--- src/rtl/audio_pkg.sv ---
// audio_pkg: shared FSM state encoding and default sample width for the AXI-stream/I2S bridges.
// Contents:
//   WORD_LENGTH_DEFAULT - default bits per channel sample
//   state_t             - 3-bit state type: INIT=0, IDLE=1, SEND_L=2, SEND_R=3, SYNC=4
package audio_pkg;
    localparam int WORD_LENGTH_DEFAULT = 16;
    typedef enum logic [2:0] {
        INIT   = 3'd0,
        IDLE   = 3'd1,
        SEND_L = 3'd2,
        SEND_R = 3'd3,
        SYNC   = 3'd4
    } state_t;
endpackage

--- src/rtl/i2s_clk_edge_det.sv ---
// i2s_clk_edge_det: registered one-cycle pulse on each falling edge of the I2S bit clock.
// Ports:
//   clk     in  - system clock
//   rst     in  - synchronous active-high reset
//   clk_i2s in  - I2S bit clock, sampled as data
//   fall    out - pulse asserted in the cycle after clk first samples clk_i2s low
module i2s_clk_edge_det (
    input  logic clk,
    input  logic rst,
    input  logic clk_i2s,
    output logic fall
);
    logic r_clk_i2s_d;
    logic r_fall;

    always_ff @(posedge clk) begin
        if (rst) begin
            r_clk_i2s_d <= 1'b0;
            r_fall      <= 1'b0;
        end else begin
            r_clk_i2s_d <= clk_i2s;
            r_fall      <= r_clk_i2s_d & ~clk_i2s;
        end
    end

    assign fall = r_fall;
endmodule

--- src/rtl/axis_master_if.sv ---
// axis_master_if: accepts a stereo frame from the I2S receiver and emits it as AXI-stream beats.
// Optional feature macro: AXIS_MASTER_MONO_EN (one averaged beat per frame instead of L then R).
// Ports:
//   clk, rst    in  - system clock, synchronous active-high reset
//   clk_i2s     in  - I2S bit clock; its falling edge re-arms frame acceptance
//   i2s_data    in  - stereo frame, left in upper half, right in lower half
//   i2s_valid   in  - frame available
//   i2s_ready   out - block can accept a frame
//   axis_data   out - AXI-stream sample
//   axis_valid  out - AXI-stream valid
//   axis_ready  in  - AXI-stream ready
//   axis_last   out - final beat of a frame
//   drop_count  out - saturating count of frames missed while busy
module axis_master_if
    import audio_pkg::*;
#(
    parameter int WORD_LENGTH = WORD_LENGTH_DEFAULT
) (
    input  logic                     clk,
    input  logic                     rst,
    input  logic                     clk_i2s,
    input  logic [2*WORD_LENGTH-1:0] i2s_data,
    input  logic                     i2s_valid,
    output logic                     i2s_ready,
    output logic [WORD_LENGTH-1:0]   axis_data,
    output logic                     axis_valid,
    input  logic                     axis_ready,
    output logic                     axis_last,
    output logic [7:0]               drop_count
);
    state_t                 r_state;
    logic                   r_i2s_ready;
    logic [WORD_LENGTH-1:0] r_axis_data;
    logic                   r_axis_valid;
    logic                   r_axis_last;
    logic [7:0]             r_drop_count;
    logic                   w_fall;
    logic                   w_busy;

    i2s_clk_edge_det u_edge (
        .clk     (clk),
        .rst     (rst),
        .clk_i2s (clk_i2s),
        .fall    (w_fall)
    );

    assign w_busy = (r_state != IDLE) && (r_state != INIT);

`ifdef AXIS_MASTER_MONO_EN
    // Sign-extend both channels so the sum cannot overflow; >>> floors toward -inf.
    logic signed [WORD_LENGTH:0] w_sum;
    assign w_sum = $signed({i2s_data[2*WORD_LENGTH-1], i2s_data[2*WORD_LENGTH-1:WORD_LENGTH]})
                 + $signed({i2s_data[WORD_LENGTH-1], i2s_data[WORD_LENGTH-1:0]});
`else
    logic [WORD_LENGTH-1:0] r_right;
`endif

    always_ff @(posedge clk) begin
        if (rst) begin
            r_state      <= INIT;
            r_i2s_ready  <= 1'b0;
            r_axis_data  <= '0;
            r_axis_valid <= 1'b0;
            r_axis_last  <= 1'b0;
            r_drop_count <= 8'd0;
`ifndef AXIS_MASTER_MONO_EN
            r_right      <= '0;
`endif
        end else begin
            if (w_fall && w_busy && i2s_valid && r_drop_count != 8'hFF)
                r_drop_count <= r_drop_count + 8'd1;
            case (r_state)
                INIT: begin
                    r_i2s_ready <= 1'b1;
                    r_state     <= IDLE;
                end
                IDLE: begin
                    if (i2s_valid && r_i2s_ready) begin
                        r_i2s_ready  <= 1'b0;
                        r_axis_valid <= 1'b1;
`ifdef AXIS_MASTER_MONO_EN
                        r_axis_data  <= WORD_LENGTH'(w_sum >>> 1);
                        r_axis_last  <= 1'b1;
                        r_state      <= SEND_R;
`else
                        r_axis_data  <= i2s_data[2*WORD_LENGTH-1:WORD_LENGTH];
                        r_right      <= i2s_data[WORD_LENGTH-1:0];
                        r_axis_last  <= 1'b0;
                        r_state      <= SEND_L;
`endif
                    end
                end
                SEND_L: begin
`ifndef AXIS_MASTER_MONO_EN
                    if (axis_ready) begin
                        r_axis_data <= r_right;
                        r_axis_last <= 1'b1;
                        r_state     <= SEND_R;
                    end
`else
                    r_state <= SEND_R;
`endif
                end
                SEND_R: begin
                    if (axis_ready) begin
                        r_axis_valid <= 1'b0;
                        r_axis_last  <= 1'b0;
                        r_state      <= SYNC;
                    end
                end
                SYNC: begin
                    // fall is only sampled once already in SYNC, so a pulse coinciding with entry is skipped
                    if (w_fall) begin
                        r_i2s_ready <= 1'b1;
                        r_state     <= IDLE;
                    end
                end
                default: r_state <= INIT;
            endcase
        end
    end

    assign i2s_ready  = r_i2s_ready;
    assign axis_data  = r_axis_data;
    assign axis_valid = r_axis_valid;
    assign axis_last  = r_axis_last;
    assign drop_count = r_drop_count;
endmodule

--- config.mk ---
export PLATFORM = sky130hd
export DESIGN_NAME = axis_master_if
export DESIGN_NICKNAME = d
export VERILOG_FILES = /design/src/rtl/audio_pkg.sv /design/src/rtl/i2s_clk_edge_det.sv /design/src/rtl/axis_master_if.sv
export SDC_FILE = /design/constraint.sdc
export NUM_CORES = 1
export LEC_CHECK = 0
export BUFFER_PORTS_ARGS = -buffer_cell sky130_fd_sc_hd__buf_2
export CORE_MARGIN = 4
export CORE_UTILIZATION = 30
export CTS_CLUSTER_SIZE = 14
export DETAILED_ROUTE_END_ITERATION = 7
export PLACE_DENSITY = 0.56
export SLEW_MARGIN = 10
export SYNTH_ARGS = -nofsm -noshare
export SYNTH_HDL_FRONTEND = slang
export SYNTH_HIERARCHICAL = 1
export SYNTH_SLANG_ARGS = --single-unit
--- constraint.sdc ---
create_clock -name clk -period 1.5 [get_ports clk]
set_input_delay 0.45 -clock clk [delete_from_list [all_inputs] [get_ports clk]]
set_output_delay 0.45 -clock clk [all_outputs]
set_load 0.01 [all_outputs]
=== After elaboration in Yosys (flattened, before gate mapping) ===
Index checks and enable logic that the tools add are counted.

* $add $sub $neg: 1
* Equality and inequality tests: 10
* Multiplexer cells: 16
* Bitwise operators: 2
* Reductions and logical operators: 17

{| class="wikitable"
|+ Operators with widths
! kind !! count
|-
| 16-bit 2-to-1 mux || 2
|-
| 16-bit case mux with 2 select lines || 1
|-
| 3-bit case mux with 5 select lines || 1
|-
| 3-bit 2-to-1 mux || 4
|-
| 3-bit AND reduction || 3
|-
| 3-bit nonzero test || 3
|-
| 8-bit by 1-bit adder with 8-bit output (second input constant) || 1
|-
| 8-bit inequality test (second input constant) || 1
|-
| 4-bit AND reduction || 2
|-
| 3-bit by 2-bit == test with 1-bit output (second input constant) || 2
|-
| 2-bit inequality test (second input constant) || 3
|-
| 1-bit case mux with 3 select lines || 2
|-
| 1-bit logical AND || 5
|-
| 1-bit 2-to-1 mux || 5
|-
| 2-bit nonzero test || 2
|-
| 3-bit by 1-bit == test with 1-bit output (second input constant) || 1
|-
| 3-bit == test (second input constant) || 1
|-
| 3-bit zero test || 1
|-
| 3-bit by 1-bit inequality test with 1-bit output (second input constant) || 1
|-
| 2-bit by 1-bit inequality test with 1-bit output (second input constant) || 1
|-
| 1-bit case mux with 2 select lines || 1
|-
| 2-bit AND reduction || 1
|-
| 1-bit bitwise AND || 1
|-
| 1-bit inverter || 1
|}

* Flip-flop bits (word level): 48
* Bits of input ports: 37
* Output and inout bits: 27

=== Logic depth before layout (Yosys ltp) ===
Gate-level depths: netlist of the first run.

* Depth in word-level cells: 5
* Depth in mapped cells: 7
* Mapped depth without buffers: 5

=== Hierarchy ===
Netlist of the first run, hierarchy kept.

{| class="wikitable"
|+ By module, submodules not included
! module !! times used !! cells an instance !! area an instance (µm²) !! sequential area each (µm²)
|-
| axis_master_if || 1 || 244 || 2097.0 || 920.9
|-
| i2s_clk_edge_det || 1 || 4 || 58.8 || 40.0
|}

=== Worst setup path before layout of the first run ===
No wires, ideal clock.

* Path type: flip-flop to flip-flop
* From: register r_drop_count[0], in the netlist drop_count[0]
* To: register r_drop_count[3], in the netlist drop_count[3]
* Setup time: 0.121 ns
* Arrival time: 1.283 ns
* Required time: 1.379 ns
* Slack: 0.096 ns
* Stages on the path, launching flop included: 6
* Buffers on the path: 0
* Clock period less this slack: 1.404 ns
* Cell sequence: dfxtp_1 > ha_1 > nand3_1 > nor2_1 > nor3_1 > mux2_2

* Longest elaborated chain between the ends: 2
* Elaborated cells between the ends (all ways): 3
* Classes of those cells: add/sub: 1; eq/ne: 1; reduce/logical: 1

{| class="wikitable"
|+ RTL lines
! element !! line !! source
|-
| start, declared || axis_master_if.sv:36 || <nowiki>logic [7:0] r_drop_count;</nowiki>
|-
| start signal, assigned || axis_master_if.sv:71 || <nowiki>r_drop_count <= r_drop_count + 8'd1;</nowiki>
|-
| branches (longest 2 deep; another with 8-bit by 1-bit adder with 8-bit output) || - ||
|}

Parallel ways; which one is timed is not known.
A chain may end at the register's enable or synchronous reset.

=== Worst setup path after layout of the first run ===
* From: register r_state[1]
* To: register r_axis_data[10], in the netlist axis_data[10]

* Longest elaborated chain between the ends: 3
* Elaborated cells between the ends (all ways): 7
* Classes of those cells: eq/ne: 4; mux: 1; reduce/logical: 2

{| class="wikitable"
|+ RTL lines
! element !! line !! source
|-
| start, declared || axis_master_if.sv:31 || <nowiki>state_t r_state;</nowiki>
|-
| start signal, assigned || axis_master_if.sv:60 || <nowiki>r_state <= INIT;</nowiki>
|-
| start signal, assigned || axis_master_if.sv:75 || <nowiki>r_state <= IDLE;</nowiki>
|-
| start signal, assigned || axis_master_if.sv:89 || <nowiki>r_state <= SEND_L;</nowiki>
|-
| 3-bit by 1-bit == test with 1-bit output / 3-bit by 2-bit == test with 1-bit output (equally long branches) || axis_master_if.sv:72 || <nowiki>case (r_state)</nowiki>
|-
| 2-bit inequality test (no line) / 2-bit nonzero test (equally long branches) || - ||
|-
| 3-bit AND reduction (no line) || - ||
|-
| end signal, assigned || axis_master_if.sv:86 || <nowiki>r_axis_data <= i2s_data[2*WORD_LENGTH-1:WORD_LENGTH];</nowiki>
|-
| end signal, assigned || axis_master_if.sv:96 || <nowiki>r_axis_data <= r_right;</nowiki>
|-
| end, declared || axis_master_if.sv:33 || <nowiki>logic [WORD_LENGTH-1:0] r_axis_data;</nowiki>
|}

Parallel ways exist; a longest one is shown, timed or not.

==> results of run 1 <==
==> path summary, 6_finish.rpt <==
| path | startpoint | end | slack [ps] |
|---|---|---|---|
| setup reg to reg | r_state[1] | axis_data[10] | 100 |
| hold reg to reg | r_right[10] | r_right[10] | 460 |
| setup / recovery | r_state[1] | axis_data[10] | 100 |
| hold / removal | clk_i2s | u_edge/fall | 310 |
==> placed cells by master, fill, tap and decap left out, types with 2 or more instances in the layout <==
cell type,n
dfxtp_2,4
nand2_1,70
mux2i_1,2
nor2_1,29
nor3_1,4
buf_2,63
buf_12,5
and3_1,2
o21ai_0,2
nand3_1,3
nor2b_1,3
diode_2,2
clkbuf_8,5
a311oi_1,3
a21oi_1,24
and2_1,2
a311oi_2,14
buf_4,7
dfxtp_1,44
or3_1,2
nand2b_1,2
==> per-layer routing <==
layer	share of wire, %	track usage (%)
met5	0.13	0
met1	44	15.2
met4	1.4	3.66
met3	6.8	4.55
met2	47	19.9
==> cell families (layout without fill, tap and decap cells) <==
family,after synthesis,after routing,synth area share (%)
AO/OA/AOI/OAI,50,50,20.1
flip-flops,48,48,44.6
other,0,2,0
adder cells (fa/ha/maj),1,1,0.580
buffers and inverters,18,85,5.98
AND/OR/NAND/NOR,127,127,26.9
multiplexers,3,3,1.45
XOR/XNOR,1,1,0.406
==> power by group <==
part / switching [W] / internal, W
Combinational: 0.000182 / 0.000163
Clock: 0.000444 / 0.000494
Sequential: 0.0000332 / 0.00133
==> sequential cells by signal, indices dropped and copies added, names as in the netlist <==
signal / count
axis_valid: 1
r_state: 3
u_edge/r_clk_i2s_d: 1
i2s_ready: 1
r_right: 16
drop_count: 8
axis_data: 16
axis_last: 1
u_edge/fall: 1
==> through the flow <==
| step | TNS, ps | hold slack (ps) |
|---|---|---|
| finish | 0 | 315 |
| global route | -4.27 | 303 |
| CTS | 0 | 308 |
| detailed placement | -90.6 | 448 |
| global placement | -3.32 | 446 |
| floorplan | 0 | 437 |
==> final cells by class <==
cell class / instances / area, µm²
Timing Repair Buffer: 76 / 493
Inverter: 1 / 3.75
Clock buffer: 5 / 68.8
Sequential cell: 48 / 966
Antenna cell: 2 / 5.00
Fill cell: 703 / 4100
Clock inverter: 3 / 42.5
Tap cell: 96 / 120
Multi-Input combinational cell: 182 / 1070
==> summary.md, run 1 <==
| Metric | Value |
|---|---|
| Status | `completed` |
| Full die area | `8610 µm²` |
| CTS tree | `done` |
| Mapped Cells | `approximately 250` |
| Vias in the first global route | `1789` |
| Dominant synthesized flop cell | `dfxtp_1` |
| Die Y | `a little over 90 µm` |
| CP max-delay cell | `dfxtp_2` |
| CTS H-tree depth | `2` |
| Initial antenna violation count | `3` |
| Type of the worst min-delay path | `input pin to flip-flop` |
| Count leader, synth | `nand2_1` |
| DP Cell Count | `402` |
| Final core area utilization | `40.4%` |
| Post-synth EDFFs | `0` |
| FFs w/ async S/R, synth | `0%` |
| Avg Inst Size Synth | `8.69 µm²` |
| WL/cell | `roughly 13 µm` |
| WP data arrival | `1580 ps` |
| Pleak | `about 1.2 nW` |
| WHS Path Cells | `2` |
| Root buf cell | `clkbuf_8` |
| Routed Antenna Nets | `0` |
| Max Root-Sink Buffers | `2` |
| Fmax achieved | `between 700 and 800 MHz` |
| GRT Total Usage | `12.3%` |
| Ys Warns | `6` |
| Hpwl dp | `3.82 mm` |
| Worst-skew pair later-pin latency | `300 ps` |
| #FFs+latches synth | `between 40 and 50` |
| Via Count | `1882` |
| Crit-path leading delay family | `flip-flops` |
| Post-synth top area share | `44.6%` |
| Fin. Hold Viols | `0` |
| First-pass GRT wire length | `8.54 mm` |
| Critical path buffers and inverters | `2` |
| Setup Buffers After CTS | `0` |
| P&R area growth vs syn | `28.6%` |
| Ranking of synthesized cells by area | `dfxtp_1, nand2_1, a311oi_2` |
| Worst path depth | `5` |
| Vias per cell | `4.56` |
| Pre-antenna DRT Iters | `4` |
| Commonest cells post-synth | `nand2_1, dfxtp_1, nor2_1` |
| Largest net degree at the start of global routing | `32` |
| Netlist cell types | `39` |
| Final Cell Area | `2770 µm²` |
| Num CTS Buffers | `5` |
| Max VDD drop | `0.369 mV` |
| Num ports | `64` |
| Final Slew Violations | `0` |
| Share of cells above drive strength 1 | `35.6%` |
| Post-placement cell area | `2620 µm²` |
| CTS resizes | `0` |
| Initial DRC Count | `49` |
| Startpoint types | `flip-flop` |
| Effective utilization at floorplan | `between 30% and 40%` |
| Final setup viols | `0` |
| Largest driver fanout on the critical path | `15` |
| Post-Syn Area | `2160 µm²` |
| Fin crit share | `roughly 93%` |
| Die W | `92.8 µm` |
| Seq/Total Area, Yosys | `44.6%` |
| FP Rows | `30` |
| Routed Wire Length | `~5.3 mm` |
| Final net count | `352` |
| CP endpoint kind | `flip-flop` |
| DP Worst Slack | `-22.2 ps` |
| Routability cong. | `0.782` |
| Cells along the critical path | `nand4b_4, a21oi_4, clkbuf_16, buf_4, a311oi_2` |
| Cell Pwr Density | `953 nW/µm²` |
| I/O Buffers | `63` |
| Clock Skews | `7.85 ps` |
| CP required | `1680 ps` |
| Hold_buf cts | `0` |
| Grt ovf | `0` |
| Min Tclk post-route | `approximately 1400 ps` |
| Setup CP Type | `flip-flop to flip-flop` |
| # Max-Cap Violations | `0` |
| Final worst slack | `102 ps` |
| Post-route DRC violation count | `0` |
| Post-Layout Cell Count | `413` |
| Core ar. | `between 6000 and 7000 µm²` |
| Worst Max-Slew Pin Slew | `311 ps` |
| Synthesized Nets | `286` |
| CTS clk-pin slew, worst paths | `90 ps` |
| Worst R2R Path Depth | `5` |
| Power, Total | `0.00264 W` |
| Slew margin rel. | `79.2%` |
| Slowest stage delay, CP | `370 ps` |
| # clock sinks | `48` |
| Cell taking the most area after synthesis | `dfxtp_1` |
(Power assumes the default switching activity.)
==> run 2: changes to the inputs <==
Settings changed: GPL_TIMING_DRIVEN set to 0.
==> summary.md, run 2 (synthesis gave the netlist of run 1 again) <==
| Metric | Value |
|---|---|
| Status | `completed (unchanged)` |
| Initial antenna violation count | `1 (was 3)` |
| Slowest stage delay, CP | `360 ps (was 370 ps)` |
| Num ports | `64 (unchanged)` |
| First-pass GRT wire length | `8.60 mm (was 8.54 mm)` |
| Vias per cell | `4.61 (was 4.56)` |
| Sequential Power Share | `51.5% (about the same)` |
| Most frequent cells in the layout | `nand2_1, buf_2, dfxtp_1, nor2_1, a21oi_1 (unchanged)` |
| Vias in the first global route | `1844 (was 1789)` |
| Full die area | `8610 µm² (unchanged)` |
| Routed Antenna Nets | `0 (unchanged)` |
| # diodes | `0 (was 2)` |
| R2r setup slk | `70 ps (was 100 ps)` |
| Type of the worst min-delay path | `input pin to flip-flop (unchanged)` |
| Setup CP Type | `flip-flop to flip-flop (unchanged)` |
| RSZ-0062 raised after global routing | `true` |
| Pleak | `1.16 nW (was 1.17 nW)` |
| HP Start | `clk_i2s (unchanged)` |
| Slew margin rel. | `63.8% (was 79.2%)` |
| Power, Total | `0.00263 W (was 0.00264 W)` |
| Worst R2R Path Depth | `5 (unchanged)` |
| Start of the worst register-to-register path | `r_state[2] (was r_state[1])` |
| Core ar. | `6870 µm² (unchanged)` |
| GRT Total Usage | `12.4% (was 12.3%)` |
| Clock Power Share | `35.5% (about the same)` |
| Comb pwr share | `13.0% (about the same)` |
| Cell Pwr Density | `958 nW/µm² (was 953 nW/µm²)` |
| Fmax achieved | `697 MHz (was 715 MHz)` |
| R2R Path End | `drop_count[4] (was axis_data[10])` |
| Routability cong. | `0.772 (was 0.782)` |
| # clock sinks | `48 (unchanged)` |
| Fin crit share | `95.6% (was 93.2%)` |
| Worst-skew pair later-pin latency | `300 ps (about the same)` |
| Max Root-Sink Buffers | `2 (unchanged)` |
| Most common cell after layout, fill and taps aside | `nand2_1 (unchanged)` |
| Post-placement cell area | `2590 µm² (was 2620 µm²)` |
| Share of cells above drive strength 1 | `35.8% (was 35.6%)` |
| Via Count | `1922 (was 1882)` |
| CTS clk-pin slew, worst paths | `90 ps (about the same)` |
| Largest net degree at the start of global routing | `16 (was 32)` |
| FP Rows | `30 (unchanged)` |
| Worst Max-Slew Pin Slew | `543 ps (was 311 ps)` |
| WP data arrival | `1660 ps (was 1580 ps)` |
| Num CTS Buffers | `5 (unchanged)` |
| Final net count | `358 (was 352)` |
| Final Slew Violations | `0 (unchanged)` |
| Post-route DRC violation count | `0 (unchanged)` |
| Die W | `92.8 µm (unchanged)` |
| Pre-antenna DRT Iters | `4 (unchanged)` |
| Int Power | `0.00198 W (about the same)` |
| Root buf cell | `clkbuf_8 (unchanged)` |
| Cells along the critical path | `buf_4, o211a_1, o21ai_2, or3_1, a21oi_1 (was nand4b_4, a21oi_4, clkbuf_16, buf_4, a311oi_2)` |
| Largest driver fanout on the critical path | `10 (was 15)` |
| P&R area growth vs syn | `27.5% (was 28.6%)` |
| Startpoint types | `flip-flop (unchanged)` |
| Routed Wire Length | `5.36 mm (was 5.27 mm)` |
| I/O Buffers | `63 (unchanged)` |
| Min Tclk post-route | `1430 ps (was 1400 ps)` |
| Fin. Hold Viols | `0 (unchanged)` |
| # Max-Cap Violations | `0 (unchanged)` |
| Clock Skews | `12.8 ps (was 7.85 ps)` |
| CP max-delay cell | `dfxtp_1 (was dfxtp_2)` |
| CTS H-tree depth | `2 (unchanged)` |
| Switch share | `25.0% (was 24.9%)` |
| CTS tree | `done (unchanged)` |
| Hpwl dp | `4.14 mm (was 3.82 mm)` |
| WHS Path Cells | `2 (unchanged)` |
| CP required | `1730 ps (was 1680 ps)` |
| Final core area utilization | `40.0% (was 40.4%)` |
| WL/cell | `12.9 µm (was 12.8 µm)` |
| DP Worst Slack | `-332 ps (was -22.2 ps)` |
| Final setup viols | `0 (unchanged)` |
| Hold EP | `u_edge/fall (unchanged)` |
| Max VDD drop | `0.553 mV (was 0.369 mV)` |
| Final worst slack | `66.1 ps (was 102 ps)` |
| Final Cell Area | `2750 µm² (was 2770 µm²)` |
| Sw Pwr | `0.000658 W (was 0.000659 W)` |
| Start point of the critical path | `r_state[2] (was r_state[1])` |
| Die Y | `92.8 µm (unchanged)` |
| Effective utilization at floorplan | `31.4% (unchanged)` |
| Grt ovf | `0 (unchanged)` |
| Initial DRC Count | `55 (was 49)` |
| CP endpoint kind | `flip-flop (unchanged)` |
==> run 2: area by class of cell <==
type	count	area (µm²)
Fill cell	740	4120
Multi-Input combinational cell	182	1090
Sequential cell	48	963
Timing Repair Buffer	65	330
Buffer	17	134
Tap cell	96	120
Clock buffer	5	68.8
Clock inverter	3	42.5
Inverter	1	3.75
==> run 2: worst max-delay path by stage <==
stage,depth (start not counted),endpoint,slack (ps)
after floorplan,5,drop_count[3],100
after global placement,4,i2s_ready,-310
after detailed placement,4,i2s_ready,-330
after CTS,4,i2s_ready,5
after global routing,5,drop_count[4],-20
final,5,drop_count[4],70
==> run 2: metrics by stage <==
stage / std cells / hold WS (ps) / setup TNS, ps
global route: 417 / 312 / -23.3
floorplan: 248 / 437 / 0
finish: 417 / 313 / 0
global placement: 407 / 444 / -8330
CTS: 415 / 306 / 0
detailed placement: 407 / 448 / -9550
==> run 2: metal layers <==
metal	vias up	global-route usage, %	part of all wire [%]
met5	-	0	0.24
met4	2	3.66	1.0
met3	8	4.47	7.5
met2	45	21.0	47
met1	876	14.7	44
li1	991	-	-
==> run 2: worst max-delay path, delay by kind of cell (launching register included) <==
kind / cells / cell delay (ps)
AND/OR/NAND/NOR: 1 / 310
AO/OA/AOI/OAI: 3 / 500
buffers and inverters: 1 / 200
flip-flops: 1 / 360
==> run 2: power groups by stage <==
stage	registers, W	logic (W)	clock network (W)
final	0.00136	0.000344	0.000934
after global routing	0.00136	0.000382	0.00102
after CTS	0.00136	0.000341	0.000961
after detailed placement	0.00139	0.000341	0
after global placement	0.00138	0.000336	0
after floorplan	0.00140	0.000196	0
==> run 2: timing repair <==
item                       in CTS  in global routing
buffers inserted                0                  2
hold buffers                    0                  0
pin swaps                       0                  2
gates resized for setup         1                 13
setup endpoints to repair       1                 32
==> run 3: changes to the inputs <==
Settings changed: BUFFER_PORTS_ARGS -buffer_cell sky130_fd_sc_hd__buf_2 to -buffer_cell sky130_fd_sc_hd__buf_4, SYNTH_HIERARCHICAL 1 to unset.
==> summary.md, run 3 <==
| Metric | Value |
|---|---|
| Post-Syn Area | `2260 µm² (was 2160 µm²)` |
| Routed Wire Length | `6.45 mm (was 5.36 mm)` |
| Num ports | `64 (unchanged)` |
| Xor/xnor share of the synthesized area | `0% (was 0.406%)` |
| Setup CP Type | `flip-flop to flip-flop (unchanged)` |
| Worst-skew pair later-pin latency | `300 ps (about the same)` |
| Clock Skews | `7.81 ps (was 12.8 ps)` |
| Max VDD drop | `0.324 mV (was 0.553 mV)` |
| Routed Antenna Nets | `0 (unchanged)` |
| Dominant synthesized flop cell | `dfxtp_1 (unchanged)` |
| CTS tree | `done (unchanged)` |
| Full die area | `9000 µm² (was 8610 µm²)` |
| Status | `completed (unchanged)` |
| Cell Pwr Density | `813 nW/µm² (was 958 nW/µm²)` |
| Count leader, synth | `dfxtp_1 (was nand2_1)` |
| First-pass GRT wire length | `9.52 mm (was 8.60 mm)` |
| DP Cell Count | `397 (was 407)` |
| P&R area growth vs syn | `39.6% (was 27.5%)` |
| Fin. Hold Viols | `0 (unchanged)` |
| WP data arrival | `1660 ps (about the same)` |
| Final Cell Area | `3160 µm² (was 2750 µm²)` |
| WL/cell | `15.5 µm (was 12.9 µm)` |
| Mapped Cells | `236 (was 248)` |
| Initial DRC Count | `139 (was 55)` |
| #FFs+latches synth | `48 (unchanged)` |
| Pre-antenna DRT Iters | `4 (unchanged)` |
| Fmax achieved | `679 MHz (was 697 MHz)` |
| Simple-gate share of the synthesized area | `16.6% (was 26.9%)` |
| FFs w/ async S/R, synth | `0% (unchanged)` |
| Final net count | `355 (was 358)` |
| CTS clk-pin slew, worst paths | `80 ps (was 90 ps)` |
| Max Root-Sink Buffers | `2 (unchanged)` |
| FP Rows | `31 (was 30)` |
| I/O Buffers | `62 (was 63)` |
| Ys Warns | `0 (was 6)` |
| Netlist cell types | `44 (was 39)` |
| Largest driver fanout on the critical path | `6 (was 10)` |
| Synthesized Nets | `274 (was 286)` |
| Vias in the first global route | `1911 (was 1844)` |
| Worst Max-Slew Pin Slew | `695 ps (was 543 ps)` |
| Vias per cell | `4.97 (was 4.61)` |
| Post-Layout Cell Count | `416 (was 417)` |
| Seq/Total Area, Yosys | `42.5% (was 44.6%)` |
| CTS H-tree depth | `2 (unchanged)` |
| Fin crit share | `98.2% (was 95.6%)` |
| Largest net degree at the start of global routing | `14 (was 16)` |
| Largest family of logic cells by synthesized area | `compound AO/OA/AOI/OAI gates (was simple AND/OR/NAND/NOR gates)` |
| # Max-Cap Violations | `0 (unchanged)` |
| R2r setup slk | `30 ps (was 70 ps)` |
| DP Worst Slack | `-323 ps (was -332 ps)` |
| Most common cell after layout, fill and taps aside | `buf_4 (was nand2_1)` |
| RSZ-0062 raised after global routing | `true (unchanged)` |
| # clock sinks | `48 (unchanged)` |
| Post-route DRC violation count | `0 (unchanged)` |
| Die W | `94.9 µm (was 92.8 µm)` |
| Most frequent cells in the layout | `buf_4, dfxtp_1, a21oi_1, nor2_1, nand3_1 (was nand2_1, buf_2, dfxtp_1, nor2_1, a21oi_1)` |
| Post-placement cell area | `2860 µm² (was 2590 µm²)` |
| Die Y | `94.9 µm (was 92.8 µm)` |
| Core ar. | `7290 µm² (was 6870 µm²)` |
| Commonest cells post-synth | `dfxtp_1, a21oi_1, nor2_1 (was nand2_1, dfxtp_1, nor2_1)` |
| Hpwl dp | `4.45 mm (was 4.14 mm)` |
| Min Tclk post-route | `1470 ps (was 1430 ps)` |
| Startpoint types | `flip-flop (unchanged)` |
| Mux cell area share after synthesis | `9.01% (was 1.45%)` |
| Grt ovf | `0 (unchanged)` |
| Routability cong. | `0.789 (was 0.772)` |
| Post-synth EDFFs | `0 (unchanged)` |
| Num CTS Buffers | `5 (unchanged)` |
| Final worst slack | `27.0 ps (was 66.1 ps)` |
| Effective utilization at floorplan | `31.0% (was 31.4%)` |
| Adder-Cell Fraction of Synth Area | `0.553% (was 0.580%)` |
| Share of cells above drive strength 1 | `39.7% (was 35.8%)` |
| Type of the worst min-delay path | `input pin to flip-flop (unchanged)` |
| GRT Total Usage | `13.7% (was 12.4%)` |
| Fillers | `745 (was 740)` |
| CP endpoint kind | `flip-flop (unchanged)` |
| Slew margin rel. | `53.7% (was 63.8%)` |
| Root buf cell | `clkbuf_8 (unchanged)` |
| Avg Inst Size Synth | `9.59 µm² (was 8.69 µm²)` |
| CP required | `1690 ps (was 1730 ps)` |
| Post-synth top area share | `42.5% (was 44.6%)` |
| Final setup viols | `0 (unchanged)` |
| Cell taking the most area after synthesis | `dfxtp_1 (unchanged)` |
| # diodes | `0 (unchanged)` |
| Initial antenna violation count | `0 (was 1)` |
| Ranking of synthesized cells by area | `dfxtp_1, mux2i_1, a221oi_2 (was dfxtp_1, nand2_1, a311oi_2)` |
| Final Slew Violations | `0 (unchanged)` |
| Via Count | `2068 (was 1922)` |
| Compound-Gate Fraction of Synth Area | `24.0% (was 20.1%)` |
| Pleak | `1.19 nW (was 1.16 nW)` |
## run 3: cell type report
| class | instances | area (µm²) | share of cell area (%) |
|---|---|---|---|
| Tap cell | 99 | 124 | 3.92 |
| Inverter | 4 | 15.0 | 0.475 |
| Sequential cell | 48 | 970 | 30.7 |
| Buffer | 20 | 178 | 5.62 |
| Multi-Input combinational cell | 162 | 1200 | 37.9 |
| Clock buffer | 6 | 72.6 | 2.30 |
| Timing Repair Buffer | 76 | 598 | 18.9 |
| Clock inverter | 1 | 5.00 | 0.158 |
## run 3: report_power, final
group	switching (W)	internal, W	total (W)
registers	0.0000389	0.00133	0.00137
logic	0.000225	0.000238	0.000463
clock network	0.000421	0.000318	0.000739
total	0.000685	0.00188	0.00257
## run 3: critical path, stage by stage, from the launching register on
cell and delay (ps):
dfxtp_4 370, ha_4 170, and3_2 250, a211oi_4 250
mux2_4 320
## run 3: timing repair
action | in CTS | in global routing
hold buffers | 0 | 0
endpoints found under the setup margin | 26 | 30
buffers inserted | 4 | 8
pin swaps | 3 | 6
cloned | 0 | 2
gates resized for setup | 13 | 21
## run 3: kinds of logic after synthesis
family,count (synthesis)
compound gates,74
fa+ha+maj,1
buf+inv,26
flops,48
mux,20
simple gates,67
## run 3: per-stage QoR
stage | power (W) | hold WS, ps | utilization, % | TNS, ps
3_3_place_gp | 0.00182 | 442 | 39.2 | -6360
3_5_place_dp | 0.00182 | 448 | 39.2 | -7000
2_1_floorplan | 0.00162 | 439 | - | 0
4_1_cts | 0.00256 | 310 | 41.0 | -48.1
6_report | 0.00257 | 314 | 43.3 | 0
5_1_grt | 0.00267 | 308 | 43.3 | -232
## run 3: path summary, 6_finish.rpt
path	start	endpoint	cells past startpoint
setup / recovery	drop_count[0]	drop_count[3]	4
hold reg to reg	u_edge.r_clk_i2s_d	u_edge.fall	1
setup reg to reg	drop_count[0]	drop_count[3]	4
hold / removal	clk_i2s	u_edge.fall	2
## run 3: metal layers
metal	up-vias	GRT usage, %	wire [µm]
met5	-	0	0
met4	0	3.97	77
met3	7	2.79	329
met2	51	23.5	3220
met1	968	17.2	2820
li1	1042	-	-
